--- src/rtl/req_arbiter8_pkg.sv ---
// Shared definitions for the eight-requester arbiter: sizes, FSM state
// encoding and small mask/decode helpers used by the top level.
package arb_pkg;

  localparam int N_REQ  = 8;
  localparam int ID_W   = 3;
  localparam int HOLD_W = 8;

  typedef enum logic {
    ARB_IDLE  = 1'b0,
    ARB_GRANT = 1'b1
  } arb_state_e;

  // One-hot decode of a requester index.
  function automatic logic [N_REQ-1:0] id_to_onehot(input logic [ID_W-1:0] id);
    return {{(N_REQ-1){1'b0}}, 1'b1} << id;
  endfunction

  // All request bits whose index is strictly below 'id'.
  function automatic logic [N_REQ-1:0] below_mask(input logic [ID_W-1:0] id);
    return ({{(N_REQ-1){1'b0}}, 1'b1} << id) - {{(N_REQ-1){1'b0}}, 1'b1};
  endfunction

  // Saturating increment of the hold counter; it must never wrap.
  function automatic logic [HOLD_W-1:0] hold_inc(input logic [HOLD_W-1:0] cnt);
    return (cnt == {HOLD_W{1'b1}}) ? cnt : cnt + {{(HOLD_W-1){1'b0}}, 1'b1};
  endfunction

endpackage

--- src/rtl/pri_enc8.sv ---
// Combinational 8-to-3 priority encoder, highest set index wins.
// With no bit set the index is 0 and 'any' is low.
module pri_enc8
  import arb_pkg::*;
(
  input  logic [N_REQ-1:0] bits,
  output logic [ID_W-1:0]  idx,
  output logic             any
);

  // Scan upward so the last (highest) set bit overwrites lower ones.
  always_comb begin
    idx = {ID_W{1'b0}};
    any = 1'b0;
    for (int i = 0; i < N_REQ; i++) begin
      idx = bits[i] ? ID_W'(i) : idx;
      any = any | bits[i];
    end
  end

endmodule

--- src/rtl/req_arbiter8.sv ---
// Eight-requester arbiter with round-robin or fixed priority. A grant is
// registered one cycle after a request is seen in IDLE and held until the
// owner signals done, withdraws its request, or the hold timeout fires.
// Every release passes through at least one IDLE cycle with no grant.
module req_arbiter8
  import arb_pkg::*;
#(
  parameter bit          RR_EN    = 1'b1,
  parameter int unsigned MAX_HOLD = 16
) (
  input  logic             clk,
  input  logic             rst_n,
  input  logic [N_REQ-1:0] req,
  input  logic             done,
  output logic [N_REQ-1:0] gnt,
  output logic [ID_W-1:0]  gnt_id,
  output logic             gnt_valid,
  output logic             preempt
);

  // Timeout compare value; unused (and kept at zero) when timeout is disabled.
  localparam bit              TO_EN     = (MAX_HOLD != 0);
  localparam logic [HOLD_W-1:0] HOLD_LAST = TO_EN ? HOLD_W'(MAX_HOLD - 1) : {HOLD_W{1'b0}};

  arb_state_e        state_r;
  logic [ID_W-1:0]   last_id_r;
  logic [HOLD_W-1:0] hold_cnt_r;

  logic [N_REQ-1:0]  mask_s;
  logic [N_REQ-1:0]  masked_s;
  logic [ID_W-1:0]   m_idx_s;
  logic              m_any_s;
  logic [ID_W-1:0]   r_idx_s;
  logic              r_any_s;
  logic [ID_W-1:0]   win_s;
  logic              owner_req_s;
  logic              timeout_s;
  logic              release_s;

  // Round-robin mask: only requesters below the previous winner; empty in fixed mode.
  always_comb begin
    mask_s = {N_REQ{1'b0}};
    if (RR_EN) begin
      mask_s = below_mask(last_id_r);
    end else begin
      mask_s = {N_REQ{1'b0}};
    end
  end

  assign masked_s = req & mask_s;

  pri_enc8 u_enc_masked (
    .bits (masked_s),
    .idx  (m_idx_s),
    .any  (m_any_s)
  );

  pri_enc8 u_enc_req (
    .bits (req),
    .idx  (r_idx_s),
    .any  (r_any_s)
  );

  // Winner select: masked candidates first, fall back to the full request set.
  always_comb begin
    win_s = r_idx_s;
    if (RR_EN && m_any_s) begin
      win_s = m_idx_s;
    end else begin
      win_s = r_idx_s;
    end
  end

  // Release causes evaluated while a grant is held.
  always_comb begin
    owner_req_s = req[gnt_id];
    timeout_s   = TO_EN && (hold_cnt_r == HOLD_LAST);
    release_s   = done || !owner_req_s || timeout_s;
  end

  // Arbiter FSM with registered grant outputs and round-robin history.
  always_ff @(posedge clk) begin
    if (!rst_n) begin
      state_r    <= ARB_IDLE;
      gnt        <= {N_REQ{1'b0}};
      gnt_id     <= {ID_W{1'b0}};
      gnt_valid  <= 1'b0;
      preempt    <= 1'b0;
      last_id_r  <= {ID_W{1'b0}};
      hold_cnt_r <= {HOLD_W{1'b0}};
    end else begin
      case (state_r)
        ARB_IDLE: begin
          preempt <= 1'b0;
          if (r_any_s) begin
            state_r    <= ARB_GRANT;
            gnt        <= id_to_onehot(win_s);
            gnt_id     <= win_s;
            gnt_valid  <= 1'b1;
            last_id_r  <= win_s;
            hold_cnt_r <= {HOLD_W{1'b0}};
          end else begin
            gnt       <= {N_REQ{1'b0}};
            gnt_valid <= 1'b0;
          end
        end
        ARB_GRANT: begin
          if (release_s) begin
            state_r   <= ARB_IDLE;
            gnt       <= {N_REQ{1'b0}};
            gnt_valid <= 1'b0;
            // Forced release is flagged only when nothing else asked for it.
            preempt   <= timeout_s && !done && owner_req_s;
          end else begin
            hold_cnt_r <= hold_inc(hold_cnt_r);
            preempt    <= 1'b0;
          end
        end
        default: begin
          state_r    <= ARB_IDLE;
          gnt        <= {N_REQ{1'b0}};
          gnt_valid  <= 1'b0;
          preempt    <= 1'b0;
          hold_cnt_r <= {HOLD_W{1'b0}};
        end
      endcase
    end
  end

endmodule

--- config.mk ---
export PLATFORM = sky130hd
export DESIGN_NAME = req_arbiter8
export DESIGN_NICKNAME = d
export VERILOG_FILES = /design/src/rtl/req_arbiter8_pkg.sv /design/src/rtl/pri_enc8.sv /design/src/rtl/req_arbiter8.sv
export SDC_FILE = /design/constraint.sdc
export NUM_CORES = 1
export LEC_CHECK = 0
export CAP_MARGIN = 20
export CORE_MARGIN = 2
export CORE_UTILIZATION = 25
export CTS_CLUSTER_DIAMETER = 40
export CTS_CLUSTER_SIZE = 12
export DETAILED_ROUTE_END_ITERATION = 8
export GPL_ROUTABILITY_DRIVEN = 0
export PLACE_DENSITY = 0.54
export SETUP_SLACK_MARGIN = 0.02
export SLEW_MARGIN = 20
export SYNTH_ARGS = -nofsm -noshare
export SYNTH_HDL_FRONTEND = slang
export SYNTH_HIERARCHICAL = 1
export SYNTH_SLANG_ARGS = --single-unit
--- constraint.sdc ---
create_clock -name clk -period 7 [get_ports clk]
set_input_delay 1.4 -clock clk [delete_from_list [all_inputs] [get_ports clk]]
set_output_delay 1.4 -clock clk [all_outputs]
set_load 0.05 [all_outputs]
# Yosys cells after proc, flatten, opt, wreduce, memory -nomap -nowiden
# Cells that the tools add are included.
[word_totals]
ff_bits = 22
romBits = 0
n_memories = 0
out_inout_bits = 13
mem_bits_rw = 0
latch_bits = 0
elab_cells = 72
in_bits = 11
[classes]
div = 0
bitwise_logic = 16
reduce_logical = 8
mul = 0
eq_ne = 6
n_mux = 31
shifts = 2
order_cmp = 1
add_sub_neg = 2
[op_table]
columns = ["operator", "count"]
rows = [
  ["$mux W8", 5],
  ["$mux W3", 13],
  ["$pmux W8 S2", 2],
  ["$shl A1 B3 Y8 const A", 2],
  ["$or A1 B1 Y1", 14],
  ["$add A8 B1 Y8 const B", 1],
  ["$and A8 B8 Y8", 1],
  ["$eq A8 B4 Y1 const B", 1],
  ["$eq A8 B8 Y1 const B", 1],
  ["$sub A8 B1 Y8 const B", 1],
  ["$mux W1", 7],
  ["$ne A2 B2 Y1 const B", 3],
  ["$pmux W1 S2", 3],
  ["$lt A3 B4 Y1 const B", 1],
  ["$bmux W1 S3", 1],
  ["$reduce_and A3 Y1", 1],
  ["$logic_and A1 B1 Y1", 2],
  ["$logic_not A1 Y1", 2],
  ["$logic_or A1 B1 Y1", 2],
  ["$ne A2 B1 Y1 const B", 1],
  ["$reduce_and A2 Y1", 1],
  ["$not A1 Y1", 1],
]

# Logic depth before layout (Yosys ltp)
[logic_depth]
depth_word = 14
mapped_depth = 15

# Hierarchy
# Netlist, hierarchy kept.
[by_module_without_submodules]
columns = ["mod", "instances", "seq_area_each_um2", "cells_each", "area_per_inst_um2"]
rows = [
  ["req_arbiter8", 1, 440.4, 162, 1301.2],
  ["pri_enc8", 2, 0.0, 12, 57.6],
]

# Worst setup path before layout
# No wires, ideal clock.
[synth_timing]
kind = "register to register"
start = "register last_id_r[2]"
end = "register gnt[4]"
t_arrival_ns = 2.917
setup_ns = 0.133
slack_ns = 3.951
stages_incl_launch_ff = 12
path_buffers = 2
t_required_ns = 6.867
path_cell_list = "dfxtp_1 > clkbuf_1 > or3_1 > ha_1 > or3_1 > a21boi_0 > nor2_1 > nand4_1 > clkbuf_1 > mux2i_1 > nand2b_1 > o22ai_1"
[synth_rtl]
columns = ["element", "line", "text"]
rows = [
  ["start, declared", "req_arbiter8.sv:26", "logic [ID_W-1:0] last_id_r;"],
  ["start signal, assigned", "req_arbiter8.sv:89", "last_id_r <= {ID_W{1'b0}};"],
  ["start signal, assigned", "req_arbiter8.sv:100", "last_id_r <= win_s;"],
  ["$shl A1 B3 Y8", "req_arbiter8_pkg.sv:21", "return ({{(N_REQ-1){1'b0}}, 1'b1} << id) - {{(N_REQ-1){1'b0}}, 1'b1};"],
  ["$sub A8 B1 Y8", "req_arbiter8_pkg.sv:21", ""],
  ["$and A8 B8 Y8", "req_arbiter8.sv:50", "assign masked_s = req & mask_s;"],
  ["via masked_s[2]", "req_arbiter8.sv:30", "logic [N_REQ-1:0] masked_s;"],
  ["$or A1 B1 Y1 (6 in a row)", "pri_enc8.sv:17", "any = any | bits[i];"],
  ["via m_any_s", "req_arbiter8.sv:32", "logic m_any_s;"],
  ["$mux W3", "req_arbiter8.sv:67", "if (RR_EN && m_any_s) begin"],
  ["$shl A1 B3 Y8", "req_arbiter8_pkg.sv:16", "return {{(N_REQ-1){1'b0}}, 1'b1} << id;"],
  ["$mux W8", "req_arbiter8.sv:95", "if (r_any_s) begin"],
  ["$pmux W8 S2", "req_arbiter8.sv:92", "case (state_r)"],
  ["end signal, assigned", "req_arbiter8.sv:97", "gnt <= id_to_onehot(win_s);"],
  ["end signal, assigned", "req_arbiter8.sv:103", "gnt <= {N_REQ{1'b0}};"],
  ["end signal, assigned", "req_arbiter8.sv:110", "gnt <= {N_REQ{1'b0}};"],
  ["end, declared", "req_arbiter8.sv:15", "output logic [N_REQ-1:0] gnt,"],
]
# The timed path passes the listed nets, and every way through them passes these cells. The select of a mux whose other input is x is not followed.
# A chain may end at the register's enable or synchronous reset.

# Worst setup path after layout
[layout_timing]
start = "input req[6]"
end = "register gnt[4]"
[layout_between]
elab_chain_cells = 7
[layout_rtl]
columns = ["element", "line", "text"]
rows = [
  ["start, declared", "req_arbiter8.sv:13", "input logic [N_REQ-1:0] req,"],
  ["$and A8 B8 Y8", "req_arbiter8.sv:50", ""],
  ["via masked_s[6]", "req_arbiter8.sv:30", ""],
  ["$or A1 B1 Y1 (2 in a row)", "pri_enc8.sv:17", ""],
  ["via m_any_s", "req_arbiter8.sv:32", ""],
  ["$mux W3", "req_arbiter8.sv:67", ""],
  ["$shl A1 B3 Y8", "req_arbiter8_pkg.sv:16", ""],
  ["$mux W8", "req_arbiter8.sv:95", ""],
  ["$pmux W8 S2", "req_arbiter8.sv:92", ""],
]
# The timed path passes the listed nets, and every way through them passes these cells. The select of a mux whose other input is x is not followed.

==> results.yml <==
floorplanning:
  boundaryPins: 24
  fp.dieArea_mm2: 0.00628
  floorplan.core_area_mm2: 0.00547
  horizontal_die_dimension_um: 79.3
  die-height_um: 79.3
  starting_utilization_of_the_core_area_pct: 25.9
  core.rowCount: 27
timing:
  timing.final.crit_share_pct: 47.1
  timing_max_transition_violations_final: 0
  post-route-min-period_ns: 3.30
  hold_viol: 0
  rsz0062_at_grt: "false"
  slew-limit-headroom_pct: 57.3
  finalClockSkew_ns: 0.00431
  clock.fmax_mhz: 303
  tightestPinTransition_ns: 0.638
  setup_total_negative_slack_ns: 0
  setup_viol_count_final: 0
cts:
  cts_tree: "done"
  cts.hold.buffers_added: 0
  cts.root.buffer_cell: "sky130_fd_sc_hd__clkbuf_8"
  postCtsSetupBuffers: 0
  cts_max_level: 1
  inserted_clock_buffers: 3
  clock_tree.buffer_depth: 2
  post_cts.resized_instances: 0
  clock_sinks: 22
  clock_insertion_delay_worst_skew_ns: 0.27
  clkSlewWorstSetupHoldPaths_ns: 0.08
setup_path:
  critical_setup_path_class: "in2reg"
  critical_path_peak_fanout: 9
  worst_r2r_startpoint: "last_id_r[2]"
  cp-start-kind: "input port"
  critPathArrivalTime_ns: 3.44
  cp_data_required_time_ns: 7.14
  critical_path.startpoint: "req[6]"
  endpoint_kind: "flop"
routing:
  routed_antenna_nets: 0
  drc_viols: 0
  avgViaCountPerCell: 5.03
  drt_wl_total_um: 3630
  drt-initial-drc-count: 78
  vias: 1389
  drt-wirelength-per-cell_um: 13.1
  firstDrtPassIters: 4
placement:
  numPortBuffers: 23
  detailedPlacementHpwl_um: 2630
synthesis:
  yosys_register_bits: 22
  synthMostInstantiatedCell: "sky130_fd_sc_hd__nand2_1"
  synth_area_mm2: 0.00142
  yosysTopAreaCellShare_pct: 31.1
  postSynth.asyncResetShare_pct: 0
  avgSynthCellArea_um2: 7.61
  synth.distinct_cells: 46
  synth.area.top_cells: "sky130_fd_sc_hd__dfxtp_1 (31%), sky130_fd_sc_hd__nand2_1 (6.1%), sky130_fd_sc_hd__nor2_1 (4.5%)"
  synth.yosys.seq_area_share_pct: 31.1
  synth_edf_count: 0
  yosys-top-cells-count: "sky130_fd_sc_hd__nand2_1 (23), sky130_fd_sc_hd__dfxtp_1 (22), sky130_fd_sc_hd__nor2_1 (17), sky130_fd_sc_hd__o22ai_1 (10)"
  synth_top_area_cell: "sky130_fd_sc_hd__dfxtp_1"
  yosysWarningCount: 6
  synthFlopType: "sky130_fd_sc_hd__dfxtp_1"
  postSynthCellCount: 186
global_routing:
  grt_start_max_net_pins: 20
  overall_global_routing_usage_pct: 12.1
  globalRouteOverflowTotal: 0
  vias_in_the_first_global_route: 1269
  grt_antenna_before_repair: 0
  grt_pass1_wl_um: 6060
cells_and_area:
  final_layout_size_suffix_gt1_share_pct: 4.41
  antenna_cells: 0
  finalCoreUtilization_pct: 32.3
  area_delta_synth_final_pct: 24.9
  num-nets-final: 218
hold_path:
  worst_hold_startpoint: "gnt[6]"
  hold_class: "reg2reg"
status:
  run_status: "complete, no violations"
pwr:
  power_per_cell_area_mw_per_mm2: 225
  leakagePower_nw: 0.640
  ir_worst_vdd_uv: 80.8
run:
  max_cap_viol_count: 0
==> flip-flops by register name, indices dropped and copies added (netlist names) <==
signal      flops
gnt             8
hold_cnt_r      8
last_id_r       3
gnt_valid       1
preempt         1
state_r         1
==> power breakdown <==
group / internal, mW / total [mW] / leakage, nW / switching (mW)
clock: 0.0764 / 0.119 / 0.0357 / 0.0423
sequential: 0.133 / 0.146 / 0.179 / 0.0130
combinational: 0.0501 / 0.134 / 0.425 / 0.0844
==> cell families after synthesis <==
| family | count (synthesis) | synth area share (%) |
|---|---|---|
| AO/OA/AOI/OAI | 54 | 26.8 |
| adder cells (fa/ha/maj) | 2 | 1.77 |
| AND/OR/NAND/NOR | 80 | 29.1 |
| XOR/XNOR | 1 | 0.618 |
| multiplexers | 7 | 5.04 |
| other | 1 | 0.265 |
| buffers and inverters | 19 | 5.39 |
| flip-flops | 22 | 31.1 |
==> layout by cell type, fill, tap and decap left out, drive strengths merged, types with 5 or more instances in the layout <==
cell type,synthesis,routed
nor2,17,17
dfxtp,22,22
and2,5,5
inv,7,7
nand2,23,23
clkdlybuf4s50,0,23
a21oi,9,9
nand3,7,7
o21ai,5,5
o22ai,10,10
o31ai,7,7
a311oi,6,6
mux2i,6,6
==> final cells by class <==
cell class                 count  area (um^2)
fill                         583         3700
multi-input combinational    146          903
sequential                    22          440
timing repair buffer          23          230
tap                           72         90.1
clock buffer                   3         41.3
inverter                       9         33.8
clock inverter                 1         30.0
==> stage by stage <==
| step | setup slack (ns) | instance area (um^2) | power [mW] | std cells | hold WS, ns |
|---|---|---|---|---|---|
| 6_report | 3.70 | 1770 | 0.399 | 276 | 0.469 |
| 5_1_grt | 3.55 | 1770 | 0.423 | 276 | 0.493 |
| 3_3_place_gp | 3.41 | 1700 | 0.284 | 272 | 0.456 |
| 2_1_floorplan | 3.95 | 1420 | 0.246 | 187 | 0.464 |
| 4_1_cts | 3.71 | 1770 | 0.403 | 276 | 0.472 |
| 3_5_place_dp | 3.44 | 1700 | 0.282 | 272 | 0.458 |
==> worst paths after layout <==
check	to	slack, ns	cells past startpoint
worst max register to register	gnt[3]	3.92	10
worst min-delay path	gnt[6]	0.47	2
worst max-delay path	gnt[4]	3.70	7
worst min register to register	gnt[6]	0.47	2
==> worst max-delay path: stages <==
cell and delay [ns]:
sky130_fd_sc_hd__clkdlybuf4s50_1 0.54, sky130_fd_sc_hd__a21boi_0 0.39, sky130_fd_sc_hd__nor2_1 0.14, sky130_fd_sc_hd__nand4_1 0.28, sky130_fd_sc_hd__mux2i_1 0.33, sky130_fd_sc_hd__nand2b_1 0.24
sky130_fd_sc_hd__o22ai_1 0.11
==> routing by layer <==
layer / routed length [um] / global-route usage (%)
met5: 0 / 0
met4: 37 / 3.62
met3: 111 / 2.73
met2: 1640 / 18.6
met1: 1830 / 16.7
Note: power is estimated with default switching activity, not from simulation.
